--- config.mk ---
export PLATFORM = sky130hd
export DESIGN_NAME = dmem_arbiter_flat
export DESIGN_NICKNAME = d
export VERILOG_FILES = /design/src/rtl/dmem_arb_pkg.sv /design/src/rtl/dmem_arbiter_if.sv /design/src/rtl/dmem_arb_pick.sv /design/src/rtl/dmem_arbiter.sv /design/src/flat_wrapper.sv
export SDC_FILE = /design/constraint.sdc
export NUM_CORES = 1
export LEC_CHECK = 0
export CORE_MARGIN = 2
export CORE_UTILIZATION = 30
export CTS_CLUSTER_DIAMETER = 80
export CTS_CLUSTER_SIZE = 10
export DETAILED_ROUTE_END_ITERATION = 10
export GPL_TIMING_DRIVEN = 0
export PLACE_DENSITY = 0.79
export SYNTH_ARGS = -nofsm -noshare
export SYNTH_HDL_FRONTEND = slang
export SYNTH_SLANG_ARGS = --single-unit
--- constraint.sdc ---
create_clock -name clock -period 4.9 [get_ports clock]
set_clock_uncertainty 0.1 [all_clocks]
set_input_delay 0.98 -clock clock [delete_from_list [all_inputs] [get_ports clock]]
set_output_delay 0.98 -clock clock [all_outputs]
set_load 0.02 [all_outputs]
--- src/rtl/dmem_arb_pkg.sv ---
// Shared definitions for the dmem arbiter: FSM state encoding and port indices.
package dmem_arb_pkg;

  typedef enum logic [1:0] {
    IDLE  = 2'd0,
    ISSUE = 2'd1,
    DATA  = 2'd2
  } arb_state_e;

  localparam logic PORT_CPU  = 1'b0;
  localparam logic PORT_HOST = 1'b1;

endpackage

--- src/rtl/dmem_arbiter_if.sv ---
// Requester and dmem-side signals of the dmem arbiter, plus its debug state.
// req/gnt: a requester holds req (with we/addr/wdata stable) until it sees the
// one-cycle gnt pulse, and must drop req in that same cycle; done marks rdata valid.
interface dmem_arbiter_if #(
  parameter int ADDR_W = 12,
  parameter int DATA_W = 32
);
  logic              req0, req1;
  logic              we0, we1;
  logic [ADDR_W-1:0] addr0, addr1;
  logic [DATA_W-1:0] wdata0, wdata1;
  logic              gnt0, gnt1;
  logic              done0, done1;
  logic [DATA_W-1:0] rdata;
  logic [ADDR_W-1:0] dmem_address;
  logic [DATA_W-1:0] dmem_data;
  logic              dmem_wren;
  logic [DATA_W-1:0] dmem_q;
  logic              busy;
  logic [1:0]        dbg_state;

  modport slave (
    input  req0, req1, we0, we1, addr0, addr1, wdata0, wdata1, dmem_q,
    output gnt0, gnt1, done0, done1, rdata, dmem_address, dmem_data,
           dmem_wren, busy, dbg_state
  );

  modport master (
    output req0, req1, we0, we1, addr0, addr1, wdata0, wdata1, dmem_q,
    input  gnt0, gnt1, done0, done1, rdata, dmem_address, dmem_data,
           dmem_wren, busy, dbg_state
  );
endinterface

--- src/rtl/dmem_arb_pick.sv ---
// Combinational winner select. DMEM_ARB_ROUND_ROBIN_EN selects round-robin
// (rr_ptr names the favoured port); otherwise port 0 wins unless force_host.
module dmem_arb_pick
  import dmem_arb_pkg::*;
(
  input  logic req0,
  input  logic req1,
`ifdef DMEM_ARB_ROUND_ROBIN_EN
  input  logic rr_ptr,
`else
  input  logic force_host,
`endif
  output logic valid,
  output logic winner
);

  always_comb begin
    valid = req0 | req1;
    if (req0 && req1) begin
`ifdef DMEM_ARB_ROUND_ROBIN_EN
      winner = rr_ptr;
`else
      winner = force_host ? PORT_HOST : PORT_CPU;
`endif
    end else begin
      winner = req1 ? PORT_HOST : PORT_CPU;
    end
  end

endmodule

--- src/rtl/dmem_arbiter.sv ---
// Two-port arbiter in front of the single-port dmem: IDLE -> ISSUE -> DATA per access.
// Build option DMEM_ARB_ROUND_ROBIN_EN swaps fixed priority + MAX_WAIT guard for round-robin.
module dmem_arbiter
  import dmem_arb_pkg::*;
#(
  parameter int ADDR_W   = 12,
  parameter int DATA_W   = 32,
  parameter int MAX_WAIT = 4
) (
  input  logic           clock,
  input  logic           reset,
  dmem_arbiter_if.slave  bus
);

  arb_state_e        state_q, state_d;
  logic              gnt0_q, gnt0_d, gnt1_q, gnt1_d;
  logic              done0_q, done0_d, done1_q, done1_d;
  logic              wren_q, wren_d;
  logic              busy_q, busy_d;
  logic              win_q, win_d;
  logic [ADDR_W-1:0] addr_q, addr_d;
  logic [DATA_W-1:0] data_q, data_d;
  logic              pick_valid, pick_winner;

`ifdef DMEM_ARB_ROUND_ROBIN_EN
  // Holds the port favoured at the next contest: the one not granted last time.
  logic rr_q, rr_d;
`else
  localparam int WCW = (MAX_WAIT < 1) ? 1 : $clog2(MAX_WAIT + 1);
  logic [WCW-1:0] wait_q, wait_d;
  logic           force_host;
  assign force_host = (MAX_WAIT > 0) && (wait_q == WCW'(MAX_WAIT));
`endif

  dmem_arb_pick u_pick (
    .req0       (bus.req0),
    .req1       (bus.req1),
`ifdef DMEM_ARB_ROUND_ROBIN_EN
    .rr_ptr     (rr_q),
`else
    .force_host (force_host),
`endif
    .valid      (pick_valid),
    .winner     (pick_winner)
  );

  always_comb begin
    state_d = state_q;
    gnt0_d  = 1'b0;
    gnt1_d  = 1'b0;
    done0_d = 1'b0;
    done1_d = 1'b0;
    wren_d  = 1'b0;
    busy_d  = busy_q;
    win_d   = win_q;
    addr_d  = addr_q;
    data_d  = data_q;
`ifdef DMEM_ARB_ROUND_ROBIN_EN
    rr_d    = rr_q;
`else
    wait_d  = wait_q;
`endif
    case (state_q)
      IDLE: begin
        if (pick_valid) begin
          state_d = ISSUE;
          busy_d  = 1'b1;
          win_d   = pick_winner;
          if (pick_winner == PORT_HOST) begin
            gnt1_d = 1'b1;
            addr_d = bus.addr1;
            data_d = bus.wdata1;
            wren_d = bus.we1;
          end else begin
            gnt0_d = 1'b1;
            addr_d = bus.addr0;
            data_d = bus.wdata0;
            wren_d = bus.we0;
          end
`ifdef DMEM_ARB_ROUND_ROBIN_EN
          rr_d = ~pick_winner;
`else
          if (pick_winner == PORT_HOST) wait_d = '0;
          else if (bus.req1)            wait_d = wait_q + 1'b1;
`endif
        end else begin
          busy_d = 1'b0;
        end
      end
      ISSUE: begin
        state_d = DATA;
        done0_d = (win_q == PORT_CPU);
        done1_d = (win_q == PORT_HOST);
      end
      DATA: begin
        state_d = IDLE;
        busy_d  = 1'b0;
      end
      default: begin
        state_d = IDLE;
        busy_d  = 1'b0;
      end
    endcase
  end

  // Async clear of wren guarantees no write escapes once reset is asserted.
  always_ff @(posedge clock or posedge reset) begin
    if (reset) begin
      state_q <= IDLE;
      gnt0_q  <= 1'b0;
      gnt1_q  <= 1'b0;
      done0_q <= 1'b0;
      done1_q <= 1'b0;
      wren_q  <= 1'b0;
      busy_q  <= 1'b0;
      win_q   <= PORT_CPU;
      addr_q  <= '0;
      data_q  <= '0;
`ifdef DMEM_ARB_ROUND_ROBIN_EN
      rr_q    <= PORT_CPU;
`else
      wait_q  <= '0;
`endif
    end else begin
      state_q <= state_d;
      gnt0_q  <= gnt0_d;
      gnt1_q  <= gnt1_d;
      done0_q <= done0_d;
      done1_q <= done1_d;
      wren_q  <= wren_d;
      busy_q  <= busy_d;
      win_q   <= win_d;
      addr_q  <= addr_d;
      data_q  <= data_d;
`ifdef DMEM_ARB_ROUND_ROBIN_EN
      rr_q    <= rr_d;
`else
      wait_q  <= wait_d;
`endif
    end
  end

  assign bus.gnt0         = gnt0_q;
  assign bus.gnt1         = gnt1_q;
  assign bus.done0        = done0_q;
  assign bus.done1        = done1_q;
  assign bus.dmem_wren    = wren_q;
  assign bus.dmem_address = addr_q;
  assign bus.dmem_data    = data_q;
  assign bus.busy         = busy_q;
  assign bus.rdata        = bus.dmem_q;
  assign bus.dbg_state    = state_q;

endmodule

--- src/flat_wrapper.sv ---
// flat-port wrapper written by rule: the top's interface ports become plain ports
module dmem_arbiter_flat import dmem_arb_pkg::*;
#(
  parameter int ADDR_W   = 12,
  parameter int DATA_W   = 32,
  parameter int MAX_WAIT = 4
)
  (clock, reset, bus_req0, bus_req1, bus_we0, bus_we1, bus_addr0, bus_addr1, bus_wdata0, bus_wdata1, bus_dmem_q, bus_gnt0, bus_gnt1, bus_done0, bus_done1, bus_rdata, bus_dmem_address, bus_dmem_data, bus_dmem_wren, bus_busy, bus_dbg_state);
  dmem_arbiter_if #(.ADDR_W(ADDR_W), .DATA_W(DATA_W)) bus_i ();
  input  logic clock;
  input  logic reset;
  input wire logic [$bits(bus_i.req0)-1:0] bus_req0;
  input wire logic [$bits(bus_i.req1)-1:0] bus_req1;
  input wire logic [$bits(bus_i.we0)-1:0] bus_we0;
  input wire logic [$bits(bus_i.we1)-1:0] bus_we1;
  input wire logic [$bits(bus_i.addr0)-1:0] bus_addr0;
  input wire logic [$bits(bus_i.addr1)-1:0] bus_addr1;
  input wire logic [$bits(bus_i.wdata0)-1:0] bus_wdata0;
  input wire logic [$bits(bus_i.wdata1)-1:0] bus_wdata1;
  input wire logic [$bits(bus_i.dmem_q)-1:0] bus_dmem_q;
  output wire logic [$bits(bus_i.gnt0)-1:0] bus_gnt0;
  output wire logic [$bits(bus_i.gnt1)-1:0] bus_gnt1;
  output wire logic [$bits(bus_i.done0)-1:0] bus_done0;
  output wire logic [$bits(bus_i.done1)-1:0] bus_done1;
  output wire logic [$bits(bus_i.rdata)-1:0] bus_rdata;
  output wire logic [$bits(bus_i.dmem_address)-1:0] bus_dmem_address;
  output wire logic [$bits(bus_i.dmem_data)-1:0] bus_dmem_data;
  output wire logic [$bits(bus_i.dmem_wren)-1:0] bus_dmem_wren;
  output wire logic [$bits(bus_i.busy)-1:0] bus_busy;
  output wire logic [$bits(bus_i.dbg_state)-1:0] bus_dbg_state;
  assign bus_i.req0 = bus_req0;
  assign bus_i.req1 = bus_req1;
  assign bus_i.we0 = bus_we0;
  assign bus_i.we1 = bus_we1;
  assign bus_i.addr0 = bus_addr0;
  assign bus_i.addr1 = bus_addr1;
  assign bus_i.wdata0 = bus_wdata0;
  assign bus_i.wdata1 = bus_wdata1;
  assign bus_i.dmem_q = bus_dmem_q;
  assign bus_gnt0 = bus_i.gnt0;
  assign bus_gnt1 = bus_i.gnt1;
  assign bus_done0 = bus_i.done0;
  assign bus_done1 = bus_i.done1;
  assign bus_rdata = bus_i.rdata;
  assign bus_dmem_address = bus_i.dmem_address;
  assign bus_dmem_data = bus_i.dmem_data;
  assign bus_dmem_wren = bus_i.dmem_wren;
  assign bus_busy = bus_i.busy;
  assign bus_dbg_state = bus_i.dbg_state;
  dmem_arbiter #(.ADDR_W(ADDR_W), .DATA_W(DATA_W), .MAX_WAIT(MAX_WAIT)) u_core (.clock(clock), .reset(reset), .bus(bus_i));
endmodule
==> impl_metrics.prom, run 1 <==
# TYPE chip_impl_metric gauge
chip_impl_metric{name="share_of_synthesized_area_occupied_by_flip_flops_and_latches",unit="%"} 41.7
chip_impl_metric{name="placeable_area",unit="um^2"} 10900
chip_impl_metric{name="route.detailed.drc",unit=""} 0
chip_impl_metric{name="portBuffers",unit=""} 177
chip_impl_metric{name="cts.sink_count",unit=""} 56
chip_impl_metric{name="leakagePower",unit="nW"} 2.23
chip_impl_metric{name="overflow",unit=""} 0
chip_impl_metric{name="dpl_cell_area",unit="um^2"} 5330
chip_impl_metric{name="finalSetupViolCount",unit=""} 0
chip_impl_info{name="synth.area.top_cells",value="dfrtp_1 (42%), o221ai_2 (17%), nand4_1 (8.4%)"} 1
chip_impl_metric{name="syn2layout_area_growth",unit="%"} 61.0
chip_impl_metric{name="netlist_instances",unit=""} 328
chip_impl_metric{name="min_period_over_period",unit="%"} 55.9
chip_impl_metric{name="drt-vias-per-instance",unit=""} 4.96
chip_impl_metric{name="final-seq-area",unit="um^2"} 1400
chip_impl_metric{name="global_route_wire_length_before_repair",unit="um"} 16400
chip_impl_metric{name="number_of_buffer_and_inverter_stages_on_the_critical_path",unit=""} 2
chip_impl_metric{name="max_slew_margin_vs_limit",unit="%"} 65.8
chip_impl_metric{name="slew_viol_final",unit=""} 0
chip_impl_metric{name="post_layout_nonfiller_instances",unit=""} 654
chip_impl_metric{name="max_freq",unit="MHz"} 365
chip_impl_info{name="grt.busiest_layer",value="met2"} 1
chip_impl_metric{name="grt_pass1_vias",unit=""} 3272
chip_impl_metric{name="final_hold_viol_count",unit=""} 0
chip_impl_metric{name="syn_nets",unit=""} 456
chip_impl_info{name="cpLargestDelayFamily",value="buffers and inverters"} 1
chip_impl_metric{name="finalWirelength",unit="um"} 10800
chip_impl_metric{name="cts_buffers",unit=""} 5
chip_impl_metric{name="hpwl",unit="um"} 8410
chip_impl_metric{name="ioPinCount",unit=""} 210
chip_impl_info{name="cp_max_stage_cell",value="clkdlybuf4s50_1"} 1
chip_impl_info{name="type_of_the_setup_path_with_the_least_slack",value="in -> out"} 1
chip_impl_metric{name="multiInputGateArea",unit="um^2"} 1340
chip_impl_metric{name="netlist-cell-type-count",unit=""} 31
chip_impl_metric{name="irDropWorstVdd",unit="V"} 0.000228
chip_impl_metric{name="dp.cells",unit=""} 646
chip_impl_metric{name="fp.dieW",unit="um"} 110
chip_impl_metric{name="fin_area",unit="um^2"} 5410
chip_impl_metric{name="placementRows",unit=""} 38
chip_impl_metric{name="ctsHoldBuffers",unit=""} 0
chip_impl_metric{name="cts.repair.resized",unit=""} 0
chip_impl_metric{name="antennaDiodeCount",unit=""} 0
chip_impl_metric{name="cts.path.max_buffers",unit=""} 2
chip_impl_metric{name="synth_top_area_share",unit="%"} 41.7
chip_impl_metric{name="gpl.final_weighted_congestion",unit=""} 0.735
chip_impl_metric{name="finalNetCount",unit=""} 641
chip_impl_metric{name="max_slew.worst_pin.slew",unit="ns"} 0.513
chip_impl_metric{name="start_util",unit="%"} 30.9
chip_impl_metric{name="drt_first_pass_iters",unit=""} 5
chip_impl_info{name="critical_path.startpoint_type",value="input pin"} 1
chip_impl_metric{name="timing.critical_path.arrival",unit="ns"} 1.66
chip_impl_metric{name="layout.filler_cells",unit=""} 1019
chip_impl_metric{name="crit_required",unit="ns"} 3.82
chip_impl_metric{name="tns",unit="ns"} 0
chip_impl_info{name="status",value="complete, no violations"} 1
chip_impl_metric{name="gr-usage-met3",unit="%"} 4.09
chip_impl_info{name="critical_path.endpoint_type",value="output port"} 1
chip_impl_metric{name="holdWs",unit="ns"} 0.358
chip_impl_metric{name="syn_area",unit="um^2"} 3360
chip_impl_metric{name="met2_demand_to_capacity_share_in_global_routing",unit="%"} 32.2
chip_impl_metric{name="min_period",unit="ns"} 2.74
chip_impl_metric{name="postCtsSetupBuffers",unit=""} 0
chip_impl_metric{name="avgSynthCellArea",unit="um^2"} 10.2
chip_impl_metric{name="grt_use_total",unit="%"} 17.5
chip_impl_info{name="cell_accounting_for_the_most_synthesized_area",value="dfrtp_1"} 1
chip_impl_metric{name="drt.antenna.violating_nets",unit=""} 0
chip_impl_metric{name="pwr_density_cell",unit="nW/um^2"} 532
chip_impl_metric{name="clock_insertion_delay_worst_skew",unit="ns"} 0.30
chip_impl_metric{name="synth.ff_latch_count",unit=""} 56
chip_impl_metric{name="gr-usage-met1",unit="%"} 20.4
chip_impl_metric{name="route.vias.total",unit=""} 3245
chip_impl_metric{name="grt_max_degree",unit=""} 41
chip_impl_metric{name="antenna_found_initial",unit=""} 0
chip_impl_metric{name="cts-htree-levels",unit=""} 2
chip_impl_metric{name="path_clk_slew",unit="ns"} 0.10
chip_impl_info{name="path_cells",value="buf_4, clkdlybuf4s50_1"} 1
chip_impl_metric{name="slowest_delay",unit="ns"} 0.60
chip_impl_info{name="tritoncts",value="built"} 1
chip_impl_metric{name="crit_fanout",unit=""} 1
chip_impl_metric{name="die_h",unit="um"} 110
chip_impl_metric{name="design.die.area",unit="um^2"} 12100
chip_impl_info{name="hold_path_class",value="reg -> reg"} 1
chip_impl_metric{name="yosysWarningCount",unit=""} 0
chip_impl_info{name="clk_root_buffer_cell",value="clkbuf_8"} 1
chip_impl_info{name="rsz0062_at_grt",value="false"} 1
chip_impl_metric{name="layout-drive-gt1-share",unit="%"} 22.0
chip_impl_metric{name="avgRoutedWirePerCell",unit="um"} 16.5
chip_impl_metric{name="1st_iter_drt_viols",unit=""} 179
chip_impl_metric{name="cap_violations",unit=""} 0
==> kinds of logic (layout without fill, tap and decap cells) <==
logic type               after synthesis  count (layout)  share of synthesized area (%)
adder cells (fa/ha/maj)                2               2                          0.744
buffers and inverters                113             299                           18.4
AO/OA/AOI/OAI                         52              52                           20.4
multiplexers                           1               1                          0.335
flip-flops                            56              56                           41.7
AND/OR/NAND/NOR                      104             104                           18.4
==> cell type report <==
| class | instances | share of cell area (%) |
|---|---|---|
| Clock buffer | 7 | 1.41 |
| Tap cell | 140 | 3.24 |
| Buffer | 64 | 8.00 |
| Clock inverter | 1 | 0.162 |
| Inverter | 49 | 3.44 |
| Multi-Input combinational cell | 159 | 24.8 |
| Timing Repair Buffer | 178 | 33.1 |
| Sequential cell | 56 | 25.9 |
==> per-stage QoR <==
stage | util (%) | power (mW) | worst slack, ns
2_1_floorplan | - | 1.91 | 2.45
3_3_place_gp | 48.8 | 2.60 | 1.31
3_5_place_dp | 48.9 | 2.65 | 2.12
4_1_cts | 49.7 | 2.91 | 2.16
5_1_grt | 49.7 | 3.08 | 2.15
6_report | 49.7 | 2.88 | 2.16
==> synthesized netlist by cell type <==
library cell	number
o221ai_2	39
a21oi_1	1
nand4_1	45
nor2_1	3
clkbuf_1	1
inv_1	48
mux2_2	1
buf_1	3
nand2_8	1
nand3_1	45
and2_1	1
nand2_1	2
a21bo_1	1
o21ai_0	1
o21ai_1	2
nor2_4	1
o221ai_1	5
nor2b_1	2
a22o_1	1
or3b_1	1
nor3b_1	1
nor2_8	1
buf_6	6
a21o_1	1
buf_4	32
dfrtp_1	56
a21boi_2	1
or2_1	1
buf_2	22
ha_1	2
inv_4	1
==> cell usage in the layout, fill, tap and decap left out, drive strengths merged <==
cell type | netlist | layout
a21bo | 1 | 1
a21boi | 1 | 1
a21o | 1 | 1
a21oi | 1 | 1
a22o | 1 | 1
and2 | 1 | 1
buf | 63 | 64
clkbuf | 1 | 8
clkdlybuf4s50 | 0 | 177
clkinv | 0 | 1
dfrtp | 56 | 56
ha | 2 | 2
inv | 49 | 49
mux2 | 1 | 1
nand2 | 3 | 3
nand3 | 45 | 45
nand4 | 45 | 45
nor2 | 5 | 5
nor2b | 2 | 2
nor3b | 1 | 1
o21ai | 3 | 3
o221ai | 44 | 44
or2 | 1 | 1
or3b | 1 | 1
==> flip-flops by register name (all words and copies together), names as in the netlist <==
signal and count:
u_core.bus.dmem_wren 1, u_core.bus.gnt1 1, u_core.bus.gnt0 1, u_core.bus.busy 1, u_core.wait_q 3, u_core.bus.dmem_address 12
u_core.bus.dmem_data 32, u_core.bus.dbg_state 2, u_core.bus.done0 1, u_core.win_q 1, u_core.bus.done1 1
==> power breakdown <==
part / total, mW / internal [mW] / leakage, nW / switching (mW)
sequential: 0.812 / 0.682 / 0.694 / 0.130
combinational: 1.81 / 0.850 / 1.50 / 0.957
clock: 0.259 / 0.103 / 0.0424 / 0.156
==> final timing paths <==
| check | start | to | slack [ns] | cells past startpoint |
|---|---|---|---|---|
| setup / recovery | bus_dmem_q[0] | bus_rdata[0] | 2.16 | 2 |
| hold / removal | u_core.win_q$_DFFE_PP0P_ | u_core.bus.done0$_DFF_PP0_ | 0.36 | 1 |
| setup reg to reg | u_core.wait_q[0]$_DFFE_PP0P_ | u_core.bus.dmem_data[13]$_DFFE_PP0P_ | 3.11 | 7 |
| hold reg to reg | u_core.win_q$_DFFE_PP0P_ | u_core.bus.done0$_DFF_PP0_ | 0.36 | 1 |
| max in group asynchronous | reset | u_core.bus.done1$_DFF_PP0_ | 3.28 | 3 |
| min in group asynchronous | reset | u_core.bus.dmem_address[1]$_DFFE_PP0P_ | 0.87 | 2 |
==> metal layers <==
metal | part of all wire [%] | vias to the layer above
li1 | - | 1536
met1 | 39 | 1523
met2 | 51 | 171
met3 | 8.8 | 15
met4 | 1.5 | 0
met5 | 0 | -
Note: power is estimated with default switching activity, not from simulation.
==> inputs of run 2 (changes only) <==
clock period = 2.62 ns   (was 4.9 ns; I/O delays follow)
==> results of run 2 <==
The final DEF is identical to that of run 1. Status: complete, no violations.
Among the figures that moved: setup slack after placement 2.12 ns -> 0.298 ns; setup slack after layout 2.16 ns -> 0.515 ns; start point of the critical path bus_dmem_q[0] -> u_core.bus.dbg_state[0]$_DFFE_PP0P_; end point of the critical path bus_rdata[0] -> bus_dbg_state[0]; register-to-register setup slack 3.11 ns -> 0.83 ns; total power 2.88 mW -> 5.38 mW; worst IR drop on VDD 0.000228 V -> 0.000427 V
